## src/rtl/mem_arbiter.sv

```systemverilog
// Two-port round-robin arbiter in front of a single-port memory.
// One access in flight at a time: IDLE (grant) -> ISSUE (drive memory) -> RESP (pulse response).
module mem_arbiter #(
  parameter int AW = 8,
  parameter int DW = 8
) (
  input  logic            clk,
  input  logic            rst,
  input  logic [1:0]      req_valid,
  output logic [1:0]      req_ready,
  input  logic [1:0]      req_we,
  input  logic [2*AW-1:0] req_addr,
  input  logic [2*DW-1:0] req_wdata,
  output logic [1:0]      resp_valid,
  output logic [DW-1:0]   resp_data,
  output logic            mem_we,
  output logic [AW-1:0]   mem_addr,
  output logic [DW-1:0]   mem_in,
  input  logic [DW-1:0]   mem_out
);

  // Handshake: a request transfers on a rising edge where req_valid[i] && req_ready[i];
  // the requester holds valid and payload stable until then, and ready is only offered in IDLE.

  typedef enum logic [1:0] {
    IDLE  = 2'd0,
    ISSUE = 2'd1,
    RESP  = 2'd2
  } state_t;

  state_t state, state_next;
  logic   last_grant;
  logic   owner;
  logic   gnt;
  logic   accept;

  always_ff @(posedge clk or posedge rst) begin
    if (rst) state <= IDLE;
    else     state <= state_next;
  end

  always_comb begin
    gnt        = req_valid[1];
    req_ready  = 2'b00;
    resp_valid = 2'b00;
    state_next = state;
    // On a tie the port that did not win last time goes next.
    if (req_valid == 2'b11) gnt = ~last_grant;
    accept = (state == IDLE) && (req_valid != 2'b00);
    case (state)
      IDLE: begin
        if (accept) begin
          req_ready[gnt] = 1'b1;
          state_next     = ISSUE;
        end
      end
      ISSUE: state_next = RESP;
      RESP: begin
        resp_valid[owner] = 1'b1;
        state_next        = IDLE;
      end
      default: state_next = IDLE;
    endcase
  end

  always_ff @(posedge clk or posedge rst) begin
    if (rst) begin
      last_grant <= 1'b1;
      owner      <= 1'b0;
      resp_data  <= '0;
      mem_we     <= 1'b0;
      mem_addr   <= '0;
      mem_in     <= '0;
    end else begin
      case (state)
        IDLE: begin
          if (accept) begin
            owner      <= gnt;
            last_grant <= gnt;
            mem_we     <= gnt ? req_we[1] : req_we[0];
            mem_addr   <= gnt ? req_addr[2*AW-1:AW] : req_addr[AW-1:0];
            mem_in     <= gnt ? req_wdata[2*DW-1:DW] : req_wdata[DW-1:0];
          end
        end
        ISSUE: begin
          resp_data <= mem_out;
          mem_we    <= 1'b0;
        end
        default: ;
      endcase
    end
  end

endmodule

```

## config.mk

```make
export PLATFORM = sky130hd
export DESIGN_NAME = mem_arbiter
export DESIGN_NICKNAME = d
export VERILOG_FILES = /design/src/rtl/mem_arbiter.sv
export SDC_FILE = /design/constraint.sdc
export NUM_CORES = 1
export LEC_CHECK = 0
export CORE_MARGIN = 10
export CORE_UTILIZATION = 29
export DETAILED_ROUTE_END_ITERATION = 12
export GPL_TIMING_DRIVEN = 0
export SLEW_MARGIN = 10
export SYNTH_ARGS = -nofsm -noshare
export SYNTH_HDL_FRONTEND = slang
export SYNTH_SLANG_ARGS = --single-unit
export TNS_END_PERCENT = 30
```

## constraint.sdc

```tcl
create_clock -name clk -period 4.1 [get_ports clk]
set_input_delay 0.82 -clock clk [delete_from_list [all_inputs] [get_ports clk]]
set_output_delay 0.82 -clock clk [all_outputs]
set_load 0.05 [all_outputs]
```

; Yosys cells after proc, flatten, opt, wreduce, memory -nomap -nowiden
; Index checks and enable logic that the tools add are counted.
[totals]
reg_bits = 29
inputBits = 46
elab_cells = 39
[classes]
n_lt_le_gt_ge = 4
eq_ne = 4
n_mux = 15
bitwise_logic = 1
n_reduce_logical = 8
[op_table]
columns = op, count
row1 = two-way mux 8 bit, 2
row2 = two-way mux 2 bit, 4
row3 = two-way mux 1 bit, 5
row4 = == test 2 bit (second input constant), 2
row5 = less-than comparator 1 x 2 -> 1 bit (second input constant), 2
row6 = case mux 2 bit (2 select lines), 1
row7 = AND reduction 2 bit, 2
row8 = nonzero test 2 bit, 2
row9 = logical AND 1 bit, 3
row10 = demux 1 bit (select 1 bit), 2
row11 = == test 2 x 1 -> 1 bit (second input constant), 1
row12 = greater-or-equal comparator 1 bit (second input constant), 2
row13 = zero test 2 bit, 1
row14 = inequality test 2 bit (second input constant), 1
row15 = case mux 1 bit (2 select lines), 1
row16 = inverter 1 bit, 1

; Longest topological paths before layout
; Gate-level depths: netlist of run 1.
[logic_depth]
word_depth = 8
ltp_mapped = 5
depth_no_buf = 4

; Least setup slack after synthesis of run 1
; No wires, ideal clock.
[synth_path]
kind = in2out
from = in req_valid[1]
to = out req_ready[1]
t_arrival_ns = 1.983
t_required_ns = 3.280
setup_slack_ns = 1.297
stages = 4
path_buffers = 2
cell_sequence = a21bo_1 > buf_6 > buf_6 > nor3_2
[synth_via]
elab_chain_len = 8
elab_cells_between_ends = 11
[synth_rtl]
columns = item, line
row1 = "start, declared", 9  ; input logic [1:0] req_valid,
row2 = == test 2 bit, 48  ; if (req_valid == 2'b11) gnt = ~last_grant;
row3 = two-way mux 1 bit, 48
row4 = less-than comparator 1 x 2 -> 1 bit (not written as such) or greater-or-equal comparator 1 bit (tied branches), 53  ; req_ready[gnt] = 1'b1;
row5 = logical AND 1 bit (not written as such), 53
row6 = two-way mux 1 bit (not written as such), 53
row7 = demux 1 bit (select 1 bit), 53
row8 = two-way mux 2 bit (*), 52  ; if (accept) begin
row9 = two-way mux 2 bit (*), 50  ; case (state)
row10 = "end, declared", 10  ; output logic [1:0] req_ready,
; Every way passes the cells marked *; elsewhere a longest branch is shown, timed or not.

; Final worst setup path of run 1
; Same ends and word-level chain as after synthesis.

==> results.toml, run 1 <==
[timing]
worst_slew_pin_slew_ns = 1.06
period_share_pct = 93.3
relSlewSlack_pct = 29.3
final_max_slew_viol_count = 0
setup_violations = 0
hold_violations = 0
rsz0062_at_grt = "false"
min_period_ns = 3.82
fmax_ghz = 0.261
setup_tns_ns = 0
skew_ns = 0.00976

[route]
wl_per_cell_um = 17.3
routed_wl_um = 3860
drt_iter0_drc = 31
drc = 0
post_drt_via_cell_ratio = 4.50
vias = 1004
dr.pass1.iters = 2
ant_nets = 0

[worst_hold_path]
min_path_type = "reg2reg"

[critical_path]
crit_path_start_kind = "input port"
cp_cell_sequence = "clkdlybuf4s50_1, a21bo_1, buf_6, buf_6, nor3_2, clkdlybuf4s50_1"
crit_buf_inv = 4
slowest_delay_ns = 0.88
critPathKind = "in2out"
cp-end-kind = "output pin"
critPathTopFamily = "buffers and inverters"
cp_slowest_cell = "clkdlybuf4s50_1"
cp_max_fo = 10
worstPathArrival_ns = 3.00
required_ns = 3.28

[synthesis]
synth-seq-cells = 29
ys_warn_count = 0
syn_nets = 136
synth_cell_types = 23
syn_inst = 90
synth.avg_cell_area_um2 = 14.9
synth_top_area_cell = "dfrtp_1"
synth_area_um2 = 1340
ys_seq_area_share_pct = 54.3
synthTopCellsByArea = "dfrtp_1, mux2_2, mux2_4, dfstp_2, buf_6"
synth_top_area_share_pct = 52.3

[die]
io_pins = 75
die_x_um = 87.9
die_area_um2 = 7730
fp.dieH_um = 87.9
start_util_pct = 30.3
num_rows = 24
core-area_um2 = 4410

[finish]
regArea_um2 = 727
mostFrequentLayoutCell = "clkdlybuf4s50_1"
n_antenna_cell = 0
drive_gt1_share_pct = 29.2
multi_input_area_um2 = 569
syn2layout_area_growth_pct = 66.6
nNetsFinal = 217
fillCellCount = 398
layout_common_cells = "clkdlybuf4s50_1, mux2_2, dfrtp_1"

[place]
dp_hpwl_um = 3100
gp_congestion = 0.692
portBuffers = 74

[clocking]
post-cts-setup-buffers = 0
clk_latency_ns = 0.28
clkSlewWorstSetupHoldPaths_ns = 0.05
cts_root_buf = "clkbuf_8"
holdBufCountCts = 0
clockBufferDepth = 2
cts_tree = "built"
numCtsBuffers = 5
cts_sinks = 29
cts_resized = 0
h-tree-depth = 2

[power_and_ir_drop]
clock_power_share_pct = 11.9
peakVddDrop_mv = 0.408
sw_frac_of_total_pct = 46.2
finalPower_mw = 1.95
p_comb_share_pct = 61.2
seq_power_share_pct = 27.0
power.internal_mw = 1.05
p_switching_mw = 0.900
p_leak_nw = 0.945
p_per_area_nw_per_um2 = 873

[global_routing]
grt_max_degree = 30
grt_usage_pct = 10.3
grt_first_pass_wirelength_um = 6040
grt_pass1_vias = 1221
antenna_found_initial = 0
overflow = 0

[status]
status = "finished clean"

[flow_run]
drv_cap = 0
==> Yosys cell counts <==
cell       n
nor3_1     1
mux2_2    32
o2111a_1   1
inv_1      2
clkbuf_1   1
nor3_2     1
o21ai_0    2
nor2_1     1
inv_2      1
dfstp_2    1
nand2b_1   1
and2_1     1
mux2i_1    1
a21o_1     2
o21ai_1    1
dfrtp_1   28
buf_6      2
nor3b_1    1
a221o_1    1
and3b_1    1
a21bo_1    1
mux2_4     6
buf_2      1
==> stage by stage <==
step / util (%) / hold slack, ns / setup slack [ns] / std cells / instance area (um2)
global route: 50.5 / 0.526 / 0.189 / 223 / 2230
CTS: 50.5 / 0.510 / 0.272 / 223 / 2230
floorplan: - / 0.466 / 1.30 / 90 / 1340
detailed placement: 48.6 / 0.494 / 0.286 / 216 / 2140
global placement: 48.6 / 0.480 / 0.291 / 216 / 2140
finish: 50.5 / 0.503 / 0.275 / 223 / 2230
==> power groups by stage <==
| stage | clock, mW | combinational (mW) | sequential (mW) |
|---|---|---|---|
| 2_1_floorplan | 0 | 0.355 | 0.964 |
| 3_3_place_gp | 0 | 1.20 | 0.519 |
| 3_5_place_dp | 0 | 1.21 | 0.528 |
| 4_1_cts | 0.241 | 1.21 | 0.527 |
| 5_1_grt | 0.259 | 1.25 | 0.548 |
| 6_report | 0.231 | 1.19 | 0.525 |
==> sequential cells by signal, summed over array words and instances (netlist names) <==
register    count
last_grant      1
resp_data       8
mem_in          8
owner           1
mem_addr        8
state           2
mem_we          1
==> path summary, 6_finish.rpt <==
kind	startpoint	to	slack, ns	cells after the start
max reg2reg	state[1]$_DFFE_PP0P_	mem_addr[2]$_DFFE_PP0P_	2.39	5
max in group asynchronous	rst	mem_in[5]$_DFFE_PP0P_	2.35	2
min reg2reg	mem_addr[6]$_DFFE_PP0P_	mem_addr[6]$_DFFE_PP0P_	0.50	1
min in group asynchronous	rst	mem_addr[1]$_DFFE_PP0P_	1.11	2
max	req_valid[1]	req_ready[1]	0.28	6
min	mem_addr[6]$_DFFE_PP0P_	mem_addr[6]$_DFFE_PP0P_	0.50	1
==> cell type report <==
type | instances | area share [%]
sequential | 29 | 32.6
tap | 52 | 2.92
timing repair buffer | 74 | 33.2
clock buffer | 7 | 3.87
buffer | 4 | 1.40
inverter | 3 | 0.505
multi-input combinational | 54 | 25.5
==> kinds of logic (layout without fill, tap and decap cells) <==
kind of cell | after synthesis | count (layout) | share of synthesized area (%)
DFF | 29 | 29 | 54.3
buffers and inverters | 7 | 88 | 3.18
and+or+nand+nor | 7 | 7 | 3.55
AOI/OAI and AO/OA | 8 | 8 | 4.58
muxes | 39 | 39 | 34.4
==> routing by layer <==
metal  global-route usage, %  up-vias  share of wire, %
met2                    16.7       45                51
met4                    5.22        0               1.5
met1                    9.71      476                33
met5                       0        -                 0
met3                    6.87        4                14
li1                        -      479                 -
Note: power is estimated with default switching activity, not from simulation.
==> run 2, diff against run 1 <==
--- a/config.mk
+++ b/config.mk
@@ -5,10 +5,12 @@
 export SDC_FILE = /design/constraint.sdc
 export NUM_CORES = 1
 export LEC_CHECK = 0
+export CORE_ASPECT_RATIO = 2
 export CORE_MARGIN = 10
-export CORE_UTILIZATION = 29
+export CORE_UTILIZATION = 41
 export DETAILED_ROUTE_END_ITERATION = 12
 export GPL_TIMING_DRIVEN = 0
+export PLACE_DENSITY = 0.85
 export SLEW_MARGIN = 10
 export SYNTH_ARGS = -nofsm -noshare
 export SYNTH_HDL_FRONTEND = slang
==> run 2 against run 1 <==
  * Maximum frequency decreased by 0.65%
  * Largest power group unchanged
  * Cell area decreased by 1.2%
  * Count of clock-buffer cells in the layout unchanged
  * Sequential power about the same
  * Critical path type unchanged
==> results.toml, run 2 (synthesis results as in run 1) <==
[status]
status = "finished clean"

[power_and_ir_drop]
p_comb_share_pct = 61.3
clock_power_share_pct = 12.0
sw_frac_of_total_pct = 46.5
power.internal_mw = 1.05
p_per_area_nw_per_um2 = 889
seq_power_share_pct = 26.7
p_switching_mw = 0.911
p_leak_nw = 0.945
peakVddDrop_mv = 0.595

[clocking]
clk_latency_ns = 0.28
clkSlewWorstSetupHoldPaths_ns = 0.06
numCtsBuffers = 5
holdBufCountCts = 0
clockBufferDepth = 2
cts_resized = 0
cts_root_buf = "clkbuf_8"
post-cts-setup-buffers = 0
cts_tree = "built"
cts_sinks = 29
h-tree-depth = 2

[place]
post-place-ws_ns = 0.265
gp_congestion = 0.727
dp_hpwl_um = 3320
portBuffers = 74
placed_cells = 195

[critical_path]
cp_slowest_cell = "clkdlybuf4s50_1"
crit_path_start_kind = "input port"
regToRegEndpoint = "mem_addr[4]$_DFFE_PP0P_"
cp_max_fo = 10
critPathTopFamily = "buffers and inverters"
cp-end-kind = "output pin"
critPathKind = "in2out"
required_ns = 3.28
cp_cell_sequence = "clkdlybuf4s50_1, a21bo_1, buf_6, buf_6, nor3_2, clkdlybuf4s50_1"
r2r_start = "state[1]$_DFFE_PP0P_"
crit_buf_inv = 4
worstPathArrival_ns = 3.03
reg2regPathDepth = 5
slowest_delay_ns = 0.89
reg2reg_slack_ns = 2.36

[route]
post_drt_via_cell_ratio = 5.22
routed_wl_um = 3980
ant_nets = 0
vias = 1055
drc = 0
wl_per_cell_um = 19.7
drt_iter0_drc = 22
dr.pass1.iters = 5

[die]
fp.dieH_um = 101
die_area_um2 = 6090
io_pins = 75
num_rows = 29
start_util_pct = 42.4
die_x_um = 60.4
core-area_um2 = 3160

[finish]
final_cells = 202
layout_common_cells = "clkdlybuf4s50_1, mux2_2, dfrtp_1"
fillCellCount = 227
n_antenna_cell = 0
post-route-util_pct = 69.8
syn2layout_area_growth_pct = 64.7
drive_gt1_share_pct = 29.2
top_regs = "mem_addr: 8 flops, mem_in: 8 flops, resp_data: 8 flops"
nNetsFinal = 217
mostFrequentLayoutCell = "clkdlybuf4s50_1"

[global_routing]
top_usage_layer = "met2"
grtUsageMet1_pct = 11.2
grt_usage_pct = 13.4
grt_first_pass_wirelength_um = 6160
grt_use_met3_pct = 7.83
met2_usage_pct = 24.0
antenna_found_initial = 0
grt_max_degree = 30
overflow = 0
grt_pass1_vias = 1272

[timing]
worst_slew_pin_slew_ns = 1.10
period_share_pct = 93.9
relSlewSlack_pct = 26.5
min_period_ns = 3.85
setup_tns_ns = 0
setup_slack_ns = 0.250
hold_violations = 0
fmax_ghz = 0.260
final_max_slew_viol_count = 0
skew_ns = 0.00940
setup_violations = 0
rsz0062_at_grt = "false"

[worst_hold_path]
worstHoldEndpoint = "mem_addr[1]$_DFFE_PP0P_"
hold_depth = 1
min_path_type = "reg2reg"
hp-start = "mem_addr[1]$_DFFE_PP0P_"

[flow_run]
drv_cap = 0
run 2: layout make-up:
type                       instances  area, um2  area share, %
multi-input combinational         54        569           25.8
tap                               31       38.8           1.76
inverter                           3       11.3          0.511
timing repair buffer              74        741           33.6
buffer                             4       31.3           1.42
sequential                        29        727           33.0
clock buffer                       7       86.3           3.92
run 2: power by group through the flow:
stage / clock network (mW) / registers (mW) / logic (mW)
floorplan: 0 / 0.964 / 0.355
global placement: 0 / 0.517 / 1.19
detailed placement: 0 / 0.530 / 1.21
CTS: 0.239 / 0.526 / 1.22
global route: 0.252 / 0.547 / 1.26
finish: 0.235 / 0.524 / 1.20
run 2: how the worst max path moves through the flow:
stage                 start            to  cells past startpoint
4_1_cts        req_valid[1]  req_ready[1]                      6
3_3_place_gp   req_valid[1]  req_ready[1]                      6
3_5_place_dp   req_valid[1]  req_ready[1]                      6
5_1_grt        req_valid[1]  req_ready[1]                      6
6_report       req_valid[1]  req_ready[1]                      6
2_1_floorplan  req_valid[1]  req_ready[1]                      4
run 2: through the flow:
step	cell area, um2	hold slack [ns]	power (mW)
2_1_floorplan	1340	0.466	1.32
3_3_place_gp	2120	0.482	1.71
3_5_place_dp	2120	0.495	1.74
4_1_cts	2200	0.509	1.98
5_1_grt	2200	0.523	2.05
6_report	2200	0.506	1.96
run 2: worst reg2reg max path, delay by kind of cell, from the launching register on:
kind,cells,cell delay [ns]
flops,1,0.43
buf+inv,2,0.47
compound gates,1,0.19
simple gates,1,0.17
mux,1,0.36
run 2: routing by layer:
metal | vias to the layer above | wire [um]
met4 | 0 | 94
met3 | 9 | 417
met5 | - | 0
li1 | 480 | -
met2 | 53 | 2250
met1 | 513 | 1210
